## src/rtl/fir_drive_ctrl.sv

```systemverilog
// Sample-side controller for one FIR band: holds a sample, pulses the filter, returns its result.
// Optional watchdog on the result wait is enabled by defining FIR_DRIVE_TIMEOUT_EN.
module fir_drive_ctrl #(
  parameter int SETTLE  = 1,
  parameter int TIMEOUT = 255,
  parameter int CNT_W   = 16
) (
  input  logic             clk_fast,
  input  logic             rst,
  input  logic             in_valid,
  input  logic [9:0]       in_data,
  output logic             in_ready,
  input  logic             clr_req,
  output logic [9:0]       fir_in,
  output logic             fir_en,
  output logic             fir_clr,
  input  logic [9:0]       fir_out,
  input  logic             fir_out_avl,
  output logic             out_valid,
  output logic [9:0]       out_data,
  input  logic             out_ready,
  output logic             timeout_err,
  output logic [CNT_W-1:0] sample_cnt
);

  typedef enum logic [2:0] {IDLE, LOAD, START, WAIT_AVL, OUT, CLEAR} state_t;

  localparam logic [3:0] SETTLE_LAST = 4'(SETTLE - 1);

  state_t           r_state;
  state_t           w_next;
  logic [3:0]       r_settleCnt;
  logic             r_avlQ;
  logic [9:0]       r_firIn;
  logic             r_outValid;
  logic [9:0]       r_outData;
  logic [CNT_W-1:0] r_sampleCnt;
  logic             w_rise;
  logic             w_expire;

  // Only a fresh rising edge of the filter's level flag completes a sample.
  assign w_rise = fir_out_avl && !r_avlQ;

`ifdef FIR_DRIVE_TIMEOUT_EN
  localparam logic [15:0] WD_LAST = 16'(TIMEOUT - 1);

  logic [15:0] r_wdCnt;
  logic        r_timeoutErr;

  assign w_expire    = (r_wdCnt == WD_LAST);
  assign timeout_err = r_timeoutErr;

  always_ff @(posedge clk_fast) begin
    if (rst) begin
      r_wdCnt      <= '0;
      r_timeoutErr <= 1'b0;
    end else begin
      if (r_state == START)
        r_wdCnt <= '0;
      else if (r_state == WAIT_AVL && !w_rise)
        r_wdCnt <= r_wdCnt + 16'd1;
      if (r_state == WAIT_AVL && !w_rise && w_expire)
        r_timeoutErr <= 1'b1;
      else if (r_state == CLEAR)
        r_timeoutErr <= 1'b0;
    end
  end
`else
  assign w_expire    = 1'b0;
  assign timeout_err = 1'b0;
`endif

  always_ff @(posedge clk_fast) begin
    if (rst) r_state <= CLEAR;
    else     r_state <= w_next;
  end

  always_comb begin
    w_next = r_state;
    case (r_state)
      IDLE: begin
        if (clr_req)       w_next = CLEAR;
        else if (in_valid) w_next = LOAD;
      end
      LOAD:     if (r_settleCnt == SETTLE_LAST) w_next = START;
      START:    w_next = WAIT_AVL;
      WAIT_AVL: if (w_rise || w_expire) w_next = OUT;
      OUT:      if (out_ready) w_next = IDLE;
      CLEAR:    w_next = IDLE;
      default:  w_next = CLEAR;
    endcase
  end

  // fir_en is masked by reset so it can never coincide with fir_clr.
  always_comb begin
    in_ready = (r_state == IDLE) && !clr_req;
    fir_en   = (r_state == START) && !rst;
    fir_clr  = rst || (r_state == CLEAR);
  end

  always_ff @(posedge clk_fast) begin
    if (rst) begin
      r_settleCnt <= '0;
      r_avlQ      <= 1'b0;
      r_firIn     <= '0;
      r_outValid  <= 1'b0;
      r_outData   <= '0;
      r_sampleCnt <= '0;
    end else begin
      r_avlQ <= (r_state == CLEAR) ? 1'b0 : fir_out_avl;
      case (r_state)
        IDLE: begin
          if (!clr_req && in_valid) begin
            r_firIn     <= in_data;
            r_settleCnt <= '0;
          end
        end
        LOAD: r_settleCnt <= r_settleCnt + 4'd1;
        WAIT_AVL: begin
          if (w_rise) begin
            r_outData  <= fir_out;
            r_outValid <= 1'b1;
          end else if (w_expire) begin
            r_outData  <= '0;
            r_outValid <= 1'b1;
          end
        end
        OUT: begin
          if (out_ready) begin
            r_outValid  <= 1'b0;
            r_sampleCnt <= r_sampleCnt + 1'b1;
          end
        end
        default: ;
      endcase
    end
  end

  assign fir_in     = r_firIn;
  assign out_valid  = r_outValid;
  assign out_data   = r_outData;
  assign sample_cnt = r_sampleCnt;

endmodule

```

## config.mk

```make
export PLATFORM = sky130hd
export DESIGN_NAME = fir_drive_ctrl
export DESIGN_NICKNAME = d
export VERILOG_FILES = /design/src/rtl/fir_drive_ctrl.sv
export SDC_FILE = /design/constraint.sdc
export NUM_CORES = 1
export LEC_CHECK = 0
export CAP_MARGIN = 40
export CORE_MARGIN = 3
export CORE_UTILIZATION = 45
export CTS_BUF_LIST = sky130_fd_sc_hd__clkbuf_16
export CTS_CLUSTER_SIZE = 25
export DETAILED_ROUTE_END_ITERATION = 16
export PLACE_DENSITY_LB_ADDON = 0.3
export SLEW_MARGIN = 30
export SYNTH_ARGS = -nofsm -noshare
export SYNTH_HDL_FRONTEND = slang
export SYNTH_SLANG_ARGS = --single-unit
```

## constraint.sdc

```tcl
create_clock -name clk_fast -period 2 [get_ports clk_fast]
set_input_delay 0.3 -clock clk_fast [delete_from_list [all_inputs] [get_ports clk_fast]]
set_output_delay 0.3 -clock clk_fast [all_outputs]
set_load 0.1 [all_outputs]
```

# Yosys cells after proc, flatten, opt, wreduce, memory -nomap -nowiden
# Cells that the tools add are included.
dict set report op_classes {
  n_addsub 2
  eq_ne 10
  mux 11
  reduce_logical 19
}
# cell count
set ops {}
lappend ops {{case mux 3 bit (6 select lines)} 1}
lappend ops {{adder 16 x 1 -> 16 bit, second input constant} 1}
lappend ops {{two-way mux 3 bit} 5}
lappend ops {{case mux 4 bit (2 select lines)} 1}
lappend ops {{AND reduction 2 bit} 4}
lappend ops {{== test 3 x 2 -> 1 bit, second input constant} 2}
lappend ops {{== test 3 bit, second input constant} 2}
lappend ops {{!= test 2 bit, second input constant} 3}
lappend ops {{adder 4 x 1 -> 4 bit, second input constant} 1}
lappend ops {{logical AND 1 bit} 4}
lappend ops {{zero test 4 bit} 1}
lappend ops {{two-way mux 4 bit} 1}
lappend ops {{AND reduction 4 bit} 1}
lappend ops {{nonzero test 2 bit} 2}
lappend ops {{== test 3 x 1 -> 1 bit, second input constant} 1}
lappend ops {{zero test 1 bit} 3}
lappend ops {{zero test 3 bit} 1}
lappend ops {{!= test 3 bit, second input constant} 1}
lappend ops {{AND reduction 3 bit} 1}
lappend ops {{two-way mux 1 bit} 2}
lappend ops {{!= test 2 x 1 -> 1 bit, second input constant} 1}
lappend ops {{case mux 1 bit (2 select lines)} 1}
lappend ops {{OR reduction 2 bit} 1}
lappend ops {{logical OR 1 bit} 1}
dict set report word_totals {
  reg_bits 45
  in_bits 26
  output_inout_bits 41
}

# Depth between registers and ports, before layout
dict set report logic_depth {
  ltp_word 4
  mapped_depth 6
  ltp_nobuf 5
}

# Least setup slack after synthesis
# No wires, ideal clock.
dict set report synth_timing {
  path_kind {register -> register}
  start {register r_state[2]}
  end {register r_firIn[2] (netlist: fir_in[2])}
  setup_ns 0.132
  arrival_time_ns 3.158
  setup_slack_ns -1.290
  stages_incl_launch_ff 6
  cell_sequence {dfxtp_1 > clkbuf_1 > nor4_2 > nand2_1 > nand2_1 > a21oi_1}
}
dict set report synth_via {
  elab_chain_len 2
}
# element line
set synth_lines {}
lappend synth_lines {{start, declared} 30} ;# state_t r_state;
lappend synth_lines {{start signal, assigned} 75} ;# else r_state <= w_next;
lappend synth_lines {{zero test 3 bit} 111} ;# case (r_state)
lappend synth_lines {{AND reduction 2 bit (no line)} n/a}
lappend synth_lines {{end signal, assigned} 114} ;# r_firIn <= in_data;
lappend synth_lines {{end, declared} 34} ;# logic [9:0] r_firIn;
# No other way between the ends.
# A chain may end at the register's enable or synchronous reset.

# Final worst setup path
dict set report layout_timing {
  start {input out_ready}
  end {register r_sampleCnt[15] (netlist: sample_cnt[15])}
}
dict set report layout_via {
  elab_chain_len 1
}
# element line
set layout_lines {}
lappend layout_lines {{start, declared} 21} ;# input logic out_ready,
lappend layout_lines {{AND reduction 2 bit (no line)} n/a}
lappend layout_lines {{end signal, assigned} 131} ;# r_sampleCnt <= r_sampleCnt + 1'b1;
lappend layout_lines {{end, declared} 37} ;# logic [CNT_W-1:0] r_sampleCnt;
# No other way between the ends.

==> metrics.md <==
| Metric | Value |
|---|---|
| Vias per Instance | 5.13 |
| Worst skew pair latency | 0.28 ns |
| Total area of multi-input combinational cells | 957 um2 |
| CTS Hold Bufs | 0 |
| Busiest layer in global routing | met2 |
| Top Ports | 67 |
| Top post-synthesis cells by area | sky130_fd_sc_hd__dfxtp_1 46%, sky130_fd_sc_hd__nand2_1 5.6%, sky130_fd_sc_hd__mux2i_1 5.2% |
| Worst IR Drop VDD | 635 uV |
| Reg2Reg Setup Slack | 0.26 ns |
| Synthesized area per cell | 8.74 um2 |
| Count of synthesis-stage warnings from yosys | 0 |
| Portion of the clock cycle consumed by the worst path in the final layout | 0.875 |
| Final Hold Fails | 0 |
| Routing usage on met1 | 0.231 |
| Synthesis-to-layout area growth | 43.3% |
| Post-Synthesis Net Count | 251 |
| TritonCTS clock tree | built |
| Number of DRC violations after detailed routing | 0 |
| Slowest CP cell | sky130_fd_sc_hd__clkdlybuf4s50_1 |
| Number of gates given a new drive strength after cts | 0 |
| Die X | 71.7 um |
| GRT Total Usage | 0.179 |
| Count of state elements after synthesis | 45 |
| Number of antenna violations at the first check in global routing | 0 |
| Clock-pin slew on the worst setup and hold paths | 0.06 ns |
| Post-Synthesis Cells | 222 |
| Fin Clk Skew | 0.00212 ns |
| Achievable Freq | 572 MHz |
| Max capacitance violation total | 0 |
| Crit path capture type | register |
| Type of the worst min-delay path | register to register |
| Cell accounting for the most synthesized area | sky130_fd_sc_hd__dfxtp_1 |
| Max clock buf depth | 2 |
| CP startpoint kind | input port |
| Initial detailed-routing violation count | 96 |
| Die area | 5140 um2 |
| Fin crit period | 1.75 ns |
| Average wire per standard cell | 12.9 um |
| Sequential cell area in the final layout | 913 um2 |
| Leak pwr | 1.07 nW |
| Outcome | finished clean |
| Height of the die | 71.7 um |
| Total clock sinks | 45 |
| Number of setup buffers added after CTS | 0 |
| Number of enable-type register cells in the synthesized netlist | 0 |
| Series of cell instances along the critical path | clkdlybuf4s50_1, nand4bb_4, or3_1, o41ai_1, a21oi_1 |
| Number of nets in the layout | 323 |
| Pwr per Cell Area | 733 nW/um2 |
| Root buffer cell | sky130_fd_sc_hd__clkbuf_16 |
| Worst EP arrival | 1.90 ns |
| FILL cells | 354 |
| TNS Setup | 0 ns |
| Met3 routing resource usage after global routing | 0.0477 |
| Count of vias placed by the detailed router | 1765 |
| Power consumption | 2.04 mW |
| Post-Syn Area | 1940 um2 |
| Unrepaired setup endpoints after global routing | no |
| Class of the most critical setup path | input port to register |
| Maximum fanout encountered on the critical timing path | 5 |
| Weighted congestion at the end of routability-driven global placement | 0.832 |
| Number of search-and-repair iterations in the first detailed-routing pass | 4 |
| Starting density of the core | 0.475 |
| Fraction of layout instances using a drive strength above 1 | 0.265 |
| Maximum level of the CTS H-tree | 2 |
| Max-slew violation total from the final report | 0 |
| Distinct cell type count of the synthesized netlist | 42 |
| Standard-cell rows | 23 |
| Post-synthesis async set-or-reset flop share | 0 |
| Core box area | 4090 um2 |
| Most used flip-flop cell after synthesis | sky130_fd_sc_hd__dfxtp_1 |
| Data required time of the critical path | 2.15 ns |
| Grt ovf | 0 |
| Number of inserted diodes | 0 |
| Post-detailed-placement half-perimeter wirelength | 3340 um |
| Endpoints failing setup | 0 |
| Number of global-route vias before repair | 1662 |
| Routing usage on met2 | 0.287 |
| Cts bufs inserted | 5 |
| Max incr delay on CP | 0.54 ns |
| Share of the synthesized area in the top cell type | 0.464 |
| Routed WL | 4450 um |
| First-pass GRT wire length | 7400 um |
| DRT antenna net count | 0 |
| Sequential element share of the synthesized area | 0.464 |
| Maximum number of pins on one net before global-route repair | 22 |
| IO buf count | 65 |
kinds of logic (layout without fill, tap and decap cells):
family	Yosys count	in the layout	synth area share
and+or+nand+nor	96	96	0.257
DFF	45	45	0.464
AOI/OAI and AO/OA	37	37	0.113
buffers and inverters	21	93	0.0522
muxes	10	10	0.0516
xor gates and xnor gates	9	9	0.0406
adders and majority gates	3	3	0.0193
other	1	1	0.00193
path summary, 6_finish.rpt:
path,cells after the start,startpoint,endpoint
min reg2reg,2,fir_in[7]$_SDFFE_PP0P_,fir_in[7]$_SDFFE_PP0P_
min,2,fir_in[7]$_SDFFE_PP0P_,fir_in[7]$_SDFFE_PP0P_
max,5,out_ready,sample_cnt[15]$_SDFFE_PP0P_
max reg2reg,4,r_state[1]$_SDFFE_PP0P_,sample_cnt[15]$_SDFFE_PP0P_
cell usage after synthesis, types with 2 or more instances:
| master | number |
|---|---|
| sky130_fd_sc_hd__dfxtp_1 | 45 |
| sky130_fd_sc_hd__nand2_1 | 29 |
| sky130_fd_sc_hd__nor2_1 | 26 |
| sky130_fd_sc_hd__a21oi_1 | 19 |
| sky130_fd_sc_hd__mux2i_1 | 10 |
| sky130_fd_sc_hd__inv_1 | 8 |
| sky130_fd_sc_hd__nor3_1 | 8 |
| sky130_fd_sc_hd__clkbuf_1 | 7 |
| sky130_fd_sc_hd__o21ai_0 | 7 |
| sky130_fd_sc_hd__or3_1 | 6 |
| sky130_fd_sc_hd__xnor2_1 | 6 |
| sky130_fd_sc_hd__nor4_1 | 5 |
| sky130_fd_sc_hd__nand3_1 | 4 |
| sky130_fd_sc_hd__buf_2 | 3 |
| sky130_fd_sc_hd__ha_1 | 3 |
| sky130_fd_sc_hd__nand4_1 | 3 |
| sky130_fd_sc_hd__xor2_1 | 3 |
| sky130_fd_sc_hd__a31o_2 | 2 |
| sky130_fd_sc_hd__a31oi_1 | 2 |
| sky130_fd_sc_hd__and4_1 | 2 |
| sky130_fd_sc_hd__buf_6 | 2 |
| sky130_fd_sc_hd__nand2b_1 | 2 |
layout make-up:
type | instances | area share
flip-flops and latches | 45 | 0.328
inverters | 8 | 0.0108
clock buffers | 5 | 0.0450
repair buffers | 78 | 0.247
well taps | 50 | 0.0225
multi-input cells | 156 | 0.344
clock inverters | 2 | 0.00270
per-stage QoR:
step	worst slack (ns)	instance area [um2]	utilization	instances	hold slack, ns
after floorplan	-0.310	1980	-	222	0.436
after global placement	0.0444	2650	0.648	337	0.444
after detailed placement	-0.0327	2650	0.648	337	0.450
after CTS	0.259	2780	0.681	344	0.459
after global routing	0.0763	2780	0.681	344	0.488
final	0.251	2780	0.681	344	0.459
power breakdown:
| part | switching [mW] | total (mW) | leakage [nW] | internal [mW] |
|---|---|---|---|---|
| clock network | 0.301 | 0.747 | 0.0685 | 0.446 |
| registers | 0.0203 | 0.940 | 0.369 | 0.920 |
| logic | 0.211 | 0.353 | 0.627 | 0.141 |
placed cells by master (no fill, tap or decap), types with 9 or more instances in the layout:
cell | synthesis | final
sky130_fd_sc_hd__inv_1 | 8 | 9
sky130_fd_sc_hd__nor2_1 | 26 | 26
sky130_fd_sc_hd__clkdlybuf4s50_1 | 0 | 25
sky130_fd_sc_hd__dfxtp_1 | 45 | 35
sky130_fd_sc_hd__buf_4 | 1 | 50
sky130_fd_sc_hd__mux2i_1 | 10 | 10
sky130_fd_sc_hd__dfxtp_2 | 0 | 10
sky130_fd_sc_hd__nand2_1 | 29 | 28
sky130_fd_sc_hd__a21oi_1 | 19 | 19
per-layer routing:
metal	vias up	wire [um]
met1	806	2070
met3	6	283
met4	0	48
met5	-	0
li1	908	-
met2	45	2060
critical path: cells and delay by family:
family / cells / cell delay [ns]
compound gates: 2 / 0.49
buf+inv: 1 / 0.54
simple gates: 2 / 0.58
sequential cells by signal, indices dropped and copies added (netlist names):
signal,flops
sample_cnt,16
fir_in,10
out_data,10
r_settleCnt,4
r_state,3
out_valid,1
r_avlQ,1
(Power assumes the default switching activity.)
